==> src/rtl/loader_pkg.sv <==
// Shared types for the byte-serial instruction loader: FSM states, marker defaults, byte index.
package loader_pkg;

  typedef enum logic [1:0] {
    ST_IDLE = 2'd0,
    ST_LOAD = 2'd1,
    ST_CHK  = 2'd2,
    ST_DONE = 2'd3
  } state_e;

  localparam logic [7:0] START_BYTE_DEF = 8'hFE;
  localparam logic [7:0] END_BYTE_DEF   = 8'hFF;

  typedef logic [1:0] byte_idx_t;

endpackage

==> src/rtl/byte_packer.sv <==
// Packs four bytes little-endian into a 32-bit word; word_valid_o pulses one cycle after byte 3.
// No backpressure: every valid byte is consumed on the edge it is sampled.
module byte_packer
  import loader_pkg::*;
(
  input  logic        clk_i,
  input  logic        reset_i,
  input  logic        clear_i,
  input  logic        valid_i,
  input  logic [7:0]  data_i,
  output byte_idx_t   idx_o,
  output logic [31:0] word_o,
  output logic        word_valid_o
);

  byte_idx_t   idx_q;
  logic [23:0] acc_q;
  logic [31:0] word_q;
  logic        vld_q;

  always_ff @(posedge clk_i) begin
    if (reset_i || clear_i) begin
      idx_q  <= '0;
      acc_q  <= '0;
      word_q <= '0;
      vld_q  <= 1'b0;
    end else begin
      vld_q <= 1'b0;
      if (valid_i) begin
        idx_q <= idx_q + 2'd1;
        case (idx_q)
          2'd0: acc_q[7:0]   <= data_i;
          2'd1: acc_q[15:8]  <= data_i;
          2'd2: acc_q[23:16] <= data_i;
          default: begin
            word_q <= {data_i, acc_q};
            vld_q  <= 1'b1;
          end
        endcase
      end
    end
  end

  assign idx_o        = idx_q;
  assign word_o       = word_q;
  assign word_valid_o = vld_q;

endmodule

==> src/rtl/instr_loader.sv <==
// Frames a byte stream into instruction-memory writes, one registered strobe per packed word.
// Optional trailing XOR checksum byte when LOADER_CHECKSUM_EN is defined; no input backpressure.
module instr_loader
  import loader_pkg::*;
#(
  parameter int         ADDR_W     = 6,
  parameter logic [7:0] START_BYTE = START_BYTE_DEF,
  parameter logic [7:0] END_BYTE   = END_BYTE_DEF
) (
  input  logic              clk_i,
  input  logic              reset,
  input  logic [7:0]        instr_i,
  output logic              imem_we_o,
  output logic [ADDR_W-1:0] imem_addr_o,
  output logic [31:0]       imem_data_o,
  output logic              busy_o,
  output logic              load_done_o,
  output logic              cpu_start_o,
  output logic [ADDR_W:0]   word_count_o,
  output logic              overflow_o,
  output logic              chk_err_o
);

  localparam int unsigned     DEPTH_I = 1 << ADDR_W;
  localparam logic [ADDR_W:0] DEPTH   = DEPTH_I[ADDR_W:0];

  state_e state_q, state_d;

  logic        pk_vld, pk_clr, pk_word_vld, is_end;
  byte_idx_t   pk_idx;
  logic [31:0] pk_word;

  logic              we_q, busy_q, done_q, start_q, ovf_q;
  logic [ADDR_W-1:0] addr_q;
  logic [31:0]       data_q;
  logic [ADDR_W:0]   wr_cnt_q;

  byte_packer u_packer (
    .clk_i        (clk_i),
    .reset_i      (reset),
    .clear_i      (pk_clr),
    .valid_i      (pk_vld),
    .data_i       (instr_i),
    .idx_o        (pk_idx),
    .word_o       (pk_word),
    .word_valid_o (pk_word_vld)
  );

  // Markers only count at a word boundary; mid-word FE/FF are opcode data.
  assign is_end = (pk_idx == 2'd0) && (instr_i == END_BYTE);

  always_ff @(posedge clk_i) begin
    if (reset) state_q <= ST_IDLE;
    else       state_q <= state_d;
  end

  always_comb begin
    state_d = state_q;
    pk_vld  = 1'b0;
    pk_clr  = 1'b0;
    case (state_q)
      ST_IDLE: begin
        if (instr_i == START_BYTE) begin
          state_d = ST_LOAD;
          pk_clr  = 1'b1;
        end
      end
      ST_LOAD: begin
        if (is_end) begin
`ifdef LOADER_CHECKSUM_EN
          state_d = ST_CHK;
`else
          state_d = ST_DONE;
`endif
        end else begin
          pk_vld = 1'b1;
        end
      end
      ST_CHK:  state_d = ST_DONE;
      ST_DONE: state_d = ST_DONE;
      default: state_d = ST_IDLE;
    endcase
  end

  always_ff @(posedge clk_i) begin
    if (reset) begin
      we_q     <= 1'b0;
      addr_q   <= '0;
      data_q   <= '0;
      wr_cnt_q <= '0;
      busy_q   <= 1'b0;
      done_q   <= 1'b0;
      start_q  <= 1'b0;
      ovf_q    <= 1'b0;
    end else begin
      we_q    <= 1'b0;
      start_q <= 1'b0;
      busy_q  <= (state_q == ST_LOAD) || (state_q == ST_CHK);
      if (pk_clr) wr_cnt_q <= '0;
      // A full memory drops further words instead of wrapping onto address 0.
      if (pk_word_vld) begin
        if (wr_cnt_q == DEPTH) begin
          ovf_q <= 1'b1;
        end else begin
          we_q     <= 1'b1;
          addr_q   <= wr_cnt_q[ADDR_W-1:0];
          data_q   <= pk_word;
          wr_cnt_q <= wr_cnt_q + (ADDR_W+1)'(1);
        end
      end
      if ((state_q == ST_DONE) && !done_q) begin
        done_q  <= 1'b1;
        start_q <= 1'b1;
      end
    end
  end

`ifdef LOADER_CHECKSUM_EN
  logic [7:0] xor_q;
  logic       chk_err_q;

  always_ff @(posedge clk_i) begin
    if (reset) begin
      xor_q     <= '0;
      chk_err_q <= 1'b0;
    end else begin
      if (pk_clr)      xor_q <= '0;
      else if (pk_vld) xor_q <= xor_q ^ instr_i;
      if ((state_q == ST_CHK) && (instr_i != xor_q)) chk_err_q <= 1'b1;
    end
  end

  assign chk_err_o = chk_err_q;
`else
  assign chk_err_o = 1'b0;
`endif

  assign imem_we_o    = we_q;
  assign imem_addr_o  = addr_q;
  assign imem_data_o  = data_q;
  assign busy_o       = busy_q;
  assign load_done_o  = done_q;
  assign cpu_start_o  = start_q;
  assign word_count_o = wr_cnt_q;
  assign overflow_o   = ovf_q;

endmodule

==> config.mk <==
export PLATFORM = sky130hd
export DESIGN_NAME = instr_loader
export DESIGN_NICKNAME = d
export VERILOG_FILES = /design/src/rtl/loader_pkg.sv /design/src/rtl/byte_packer.sv /design/src/rtl/instr_loader.sv
export SDC_FILE = /design/constraint.sdc
export NUM_CORES = 1
export LEC_CHECK = 0
export ABC_AREA = 1
export CORE_MARGIN = 1.5
export CORE_UTILIZATION = 35
export CTS_CLUSTER_DIAMETER = 50
export CTS_CLUSTER_SIZE = 12
export DETAILED_ROUTE_END_ITERATION = 6
export PLACE_DENSITY = 0.61
export SETUP_SLACK_MARGIN = 0.4
export SYNTH_ARGS = -nofsm -noshare
export SYNTH_HDL_FRONTEND = slang
export SYNTH_SLANG_ARGS = --single-unit
==> constraint.sdc <==
create_clock -name clk_i -period 1.7 [get_ports clk_i]
set_input_delay 0.255 -clock clk_i [delete_from_list [all_inputs] [get_ports clk_i]]
set_output_delay 0.255 -clock clk_i [all_outputs]
set_load 0.005 [all_outputs]
* Yosys cells after proc, flatten, opt, wreduce, memory -nomap -nowiden
Index checks and enable logic that the tools add are counted.
W data, S select, Z words.
** Cells by class
- Add/subtract/negate cells :: 2
- Equality and inequality tests :: 10
- Multiplexer cells :: 13
- Bitwise gates (word level) :: 4
- Reduce and logical (&&, ||, !) cells :: 18
** Operator list (number)
- $mux W7 :: 3
- $eq A8 B8 Y1 const B :: 2
- $reduce_and A2 Y1 :: 7
- $add A7 B1 Y7 const B :: 1
- $eq A7 B7 Y1 const B :: 1
- $mux W1 :: 7
- $eq A2 B2 Y1 const B :: 3
- $pmux W2 S3 :: 1
- $reduce_or A2 Y1 :: 3
- $eq A2 B1 Y1 const B :: 2
- $logic_not A2 Y1 :: 2
- $mux W2 :: 2
- $ne A2 B2 Y1 const B :: 2
- $not A1 Y1 :: 4
- $reduce_or A3 Y1 :: 1
- $add A2 B1 Y2 const B :: 1
- $logic_and A1 B1 Y1 :: 2
- $logic_or A1 B1 Y1 :: 2
- $logic_not A1 Y1 :: 1
** Word-level totals
- Bits in registers :: 111
- Input port bits :: 10
- Output and inout port bits :: 51
- Word-level logic and storage cells :: 62

* Longest topological paths before layout
- Depth in word-level cells :: 6
- Gate-level depth with buffers :: 11
- Gate-level depth less buffers :: 11

* Cells and area by module
A second synthesis with hierarchy kept.
** Unflattened totals
- Cells, all modules :: 648
- Area, all modules :: 4555.6 sq um
** By module, submodules not included
- byte_packer :: times used 1, cells an instance 376, area each 2488.6 sq um, seq. area each 1181.1 sq um
- instr_loader :: times used 1, cells an instance 272, area each 2067.0 sq um, seq. area each 1041.0 sq um

* Least setup slack after synthesis
Ideal clock, no wire load.
- Kind :: flip-flop to flip-flop
- Start :: register wr_cnt_q[0] (netlist: word_count_o[0])
- End :: register data_q[10] (netlist: imem_data_o[10])
- Library setup time :: 0.074 ns
- Arrival :: 1.379 ns
- Required time :: 1.626 ns
- Path slack :: 0.247 ns
- Cell stages (with the launch flop) :: 11
- Buffers on the path :: 1
- Period minus slack after synthesis :: 1.453 ns
- Path through :: dfxtp_1 -> inv_1 -> ha_1 -> nand2_1 -> inv_1 -> nand3_1 -> nand2_2 -> inv_2 -> nand2_2 -> buf_2 -> o21ai_0
** Between the ends
- Longest elaborated chain between the ends :: 3
** RTL lines
- start: declaration :: line instr_loader.sv:36 : logic [ADDR_W:0] wr_cnt_q;
- start signal: assignment :: line instr_loader.sv:108 : wr_cnt_q <= wr_cnt_q + (ADDR_W+1)'(1);
- $eq A7 B7 Y1 :: line instr_loader.sv:102 : if (wr_cnt_q == DEPTH) begin
- $not A1 Y1 (no source line)
- $reduce_and A2 Y1 (no source line)
- end signal: assignment :: line instr_loader.sv:107 : data_q <= pk_word;
- end: declaration :: line instr_loader.sv:35 : logic [31:0] data_q;
Every way passes these cells.
A chain may end at the register's enable or synchronous reset.

* Final worst setup path
- Start :: register wr_cnt_q[0] (netlist: word_count_o[0])
- End :: register data_q[2] (netlist: imem_data_o[2])
The elaborated chain is that of the path after synthesis.

==> flow_metrics.py <==
metrics = {
    "run_status": {
        "status": "finished, final reports clean",
    },
    "global_routing": {
        "grt_busiest_layer": "met2",
        "globalRouteTotalUtil_pct": 21.1,
        "grt_overflow": 0,
        "via_count_of_the_first_global_routing_pass": 4357,
        "maximum_number_of_pins_on_one_net_before_global_route_repair": 39,
        "grt_use_met2_pct": 37.7,
        "met1_usage_pct": 25.1,
        "grt_antenna_before_repair": 0,
        "gr-usage-met3_pct": 2.77,
        "grt_pass1_wl_microns": 21600,
    },
    "yosys": {
        "yosys_register_bits": 111,
        "synth-xor-area-share_pct": 0,
        "synth-compound-area-share_pct": 6.41,
        "mappedNetlistArea_sq_um": 4450,
        "synthTopCellsByArea": "sky130_fd_sc_hd__dfxtp_1, sky130_fd_sc_hd__nand2_1, sky130_fd_sc_hd__nor2_1",
        "synth-simple-area-share_pct": 30.5,
        "leading_area_contributor_after_synthesis": "sky130_fd_sc_hd__dfxtp_1",
        "synth_area_per_cell_sq_um": 7.35,
        "yosysSeqAreaShare_pct": 49.9,
        "area_share_of_the_largest_cell_type_after_synthesis_pct": 49.9,
        "instance_count_of_the_mapped_netlist": 606,
        "main_combinational_cell_family_by_area_after_synthesis": "simple AND/OR/NAND/NOR gates",
        "synth_fp_nets": 625,
        "adder_cell_area_share_of_the_yosys_netlist_pct": 2.53,
        "share_of_synthesized_area_spent_on_multiplexers_pct": 0,
        "ys_types": 24,
        "yosysWarnings": 0,
    },
    "floorplanning": {
        "number_of_core_rows": 41,
        "initial_utilization_pct": 35.6,
        "num_io_pins": 61,
        "core_region_area_sq_um": 12500,
        "die_area_sq_um": 13400,
        "dieWidth_microns": 116,
        "chipHeight_microns": 116,
    },
    "timing": {
        "slew_violations": 0,
        "finalHoldViolCount": 0,
        "post-route-worst-setup-slack_ns": 0.174,
        "rsz0062_at_grt": "true",
        "finalCriticalPeriod_ns": 1.53,
        "layout_worst_path_cycle_share_pct": 89.8,
        "fin_hold_ws_ns": 0.416,
        "setup_viol_count_final": 0,
        "fmaxAchievable_ghz": 0.655,
        "fin_worst_skew_ns": 0.00808,
    },
    "clocking": {
        "cts_max_level": 3,
        "tritoncts_num_sinks": 111,
        "clkSlewWorstSetupHoldPaths_ns": 0.08,
        "tritoncts_clock_tree": "built",
        "worst_skew_pair.late_latency_ns": 0.36,
        "cts_hold_buf": 0,
        "number_of_buffers_created_by_cts": 9,
        "cts_max_path_buffers": 2,
        "cts.root.buffer_cell": "sky130_fd_sc_hd__clkbuf_16",
    },
    "layout": {
        "fill_cells": 991,
        "final_net_count": 765,
        "area_growth_from_synthesis_to_layout_pct": 73.8,
        "final_cell_area_sq_um": 7740,
        "area_occupied_by_multi_input_gates_sq_um": 2750,
        "post_layout_nonfiller_instances": 923,
        "drive_above_1_share_pct": 49.1,
        "insertedDiodeCount": 0,
        "commonest_cells_after_routing_fill_and_taps_aside": "sky130_fd_sc_hd__dfxtp_1, sky130_fd_sc_hd__nor2_1, sky130_fd_sc_hd__nand2_1",
        "seqCellArea_sq_um": 2280,
        "layout_commonest_cell": "sky130_fd_sc_hd__dfxtp_1",
    },
    "place": {
        "detailedPlacementHpwl_microns": 6920,
        "placedInstanceArea_sq_um": 5390,
        "placement.setup.worst_slack_ns": -0.136,
        "dpl.cell_count": 834,
        "io_buffer_count": 59,
        "finalWeightedCongestion": 0.841,
    },
    "power_and_ir_drop": {
        "standby_leakage_power_uw": 0.00344,
        "worst_ir_drop_vdd_mv": 0.466,
        "pwr_density_cell_nw_per_um2": 837,
    },
    "worst_setup_path": {
        "timing.critical_path.arrival_ns": 1.81,
        "critPathSlowestCell": "sky130_fd_sc_hd__dfxtp_4",
        "end_kind": "flop",
        "worstRegToRegCells": 11,
        "worst_ep_required_ns": 1.98,
        "timing.critical_path.fanout_max": 6,
        "critical-path-max-stage-delay_ns": 0.36,
        "path_buf_inv": 5,
        "critical_path.startpoint_type": "flop",
        "timing.critical_path.max_delay_family": "buffers and inverters",
        "crit_chain": "inv_4, ha_4, nand2_2, inv_2, nand3_2, nand2_4, buf_8, buf_12, buf_16, nand3_2, o21ai_1",
        "critical_path_depth": 11,
        "worst-setup-path-type": "flop to flop",
        "critPathMostFrequentCell": "sky130_fd_sc_hd__nand3_2",
    },
    "worst_hold_path": {
        "number_of_cells_on_the_worst_hold_path": 1,
        "hp-class": "flop to flop",
    },
    "drt": {
        "route.detailed.drc": 0,
        "vias_per_cell": 4.76,
        "drt_pre_antenna_iters": 4,
        "vias": 4392,
        "avgRoutedWirePerCell_microns": 15.6,
        "detail_route.iter0.violations": 218,
        "routed_wirelength_microns": 14400,
        "ant_nets": 0,
    },
    "run": {
        "maxCapViolations": 0,
    },
}
## cells in the mapped netlist
cell type                  instances
sky130_fd_sc_hd__nor2_4            1
sky130_fd_sc_hd__nand2_2           2
sky130_fd_sc_hd__ha_1              9
sky130_fd_sc_hd__a21oi_1          18
sky130_fd_sc_hd__nand2_4           1
sky130_fd_sc_hd__nor3_1            2
sky130_fd_sc_hd__nand3_1          46
sky130_fd_sc_hd__nand4_1           2
sky130_fd_sc_hd__buf_1             2
sky130_fd_sc_hd__clkbuf_2          1
sky130_fd_sc_hd__inv_2             2
sky130_fd_sc_hd__nor2_1          120
sky130_fd_sc_hd__nor2_2            1
sky130_fd_sc_hd__conb_1            1
sky130_fd_sc_hd__dfxtp_1         111
sky130_fd_sc_hd__inv_1            75
sky130_fd_sc_hd__o21ai_0          39
sky130_fd_sc_hd__nand3_4           3
sky130_fd_sc_hd__nand3_2           4
sky130_fd_sc_hd__buf_6             3
sky130_fd_sc_hd__buf_4             9
sky130_fd_sc_hd__nand2_1         139
sky130_fd_sc_hd__buf_2             9
sky130_fd_sc_hd__clkbuf_1          6
## per-layer routing
metal | part of all wire (%) | vias up
met1 | 42 | 2117
li1 | - | 2152
met2 | 52 | 88
met4 | 3.2 | 0
met3 | 2.5 | 35
met5 | 0 | -
## power breakdown
part	internal, uW	leakage, uW	total [uW]	switching, uW
clock	1160	0.000143	2160	1010
sequential	2770	0.000915	2910	136
combinational	568	0.00238	1410	841
## flip-flops by register name, summed over array words and instances (netlist names)
signal                 flops
u_packer.word_valid_o      1
u_packer.idx_o             2
imem_addr_o                6
busy_o                     1
state_q                    2
cpu_start_o                1
load_done_o                1
word_count_o               7
u_packer.acc_q            24
overflow_o                 1
u_packer.word_o           32
imem_we_o                  1
imem_data_o               32
## worst reg2reg max path, cell delays in order, from the launching register on
cell and delay, ns:
sky130_fd_sc_hd__dfxtp_4 0.36, sky130_fd_sc_hd__inv_4 0.06, sky130_fd_sc_hd__ha_4 0.13, sky130_fd_sc_hd__nand2_2 0.05, sky130_fd_sc_hd__inv_2 0.07, sky130_fd_sc_hd__nand3_2 0.08
sky130_fd_sc_hd__nand2_4 0.16, sky130_fd_sc_hd__buf_8 0.14, sky130_fd_sc_hd__buf_12 0.12, sky130_fd_sc_hd__buf_16 0.13, sky130_fd_sc_hd__nand3_2 0.06, sky130_fd_sc_hd__o21ai_1 0.09
## final timing paths
kind / from / endpoint / slack [ns]
worst max-delay path: word_count_o[0] / imem_data_o[2] / 0.17
worst min-delay path: load_done_o / cpu_start_o / 0.42
worst max register to register: word_count_o[0] / imem_data_o[2] / 0.17
worst min register to register: load_done_o / cpu_start_o / 0.42
## stage by stage
stage	power [uW]	TNS, ns	utilization (%)
2_1_floorplan	3520	0	-
3_3_place_gp	3730	-5.49	43.1
3_5_place_dp	3770	-6.13	43.1
4_1_cts	6160	0	56.4
5_1_grt	6720	0	61.8
6_report	6480	0	61.8
## repair_timing
| item | CTS | global route |
|---|---|---|
| pin swaps | 25 | 43 |
| setup buffers | 39 | 13 |
| cloned | 19 | 2 |
| resized for setup | 249 | 156 |
| endpoints found under the setup margin | 156 | 112 |
## cells by family (layout without fill, tap and decap cells)
kind of cell	Yosys count	count (layout)
AND/OR/NAND/NOR	321	325
flip-flops	111	111
buffers and inverters	107	248
AO/OA/AOI/OAI	57	57
adder cells (fa/ha/maj)	9	9
other	1	1
## cell type report
class | instances | area share (%)
Multi-Input combinational cell | 392 | 35.5
Sequential cell | 111 | 29.5
Timing Repair Buffer | 155 | 24.3
Inverter | 77 | 4.14
Clock buffer | 10 | 2.96
Tap cell | 172 | 2.78
Clock inverter | 6 | 0.889
Power figures use the tool's default switching activity.
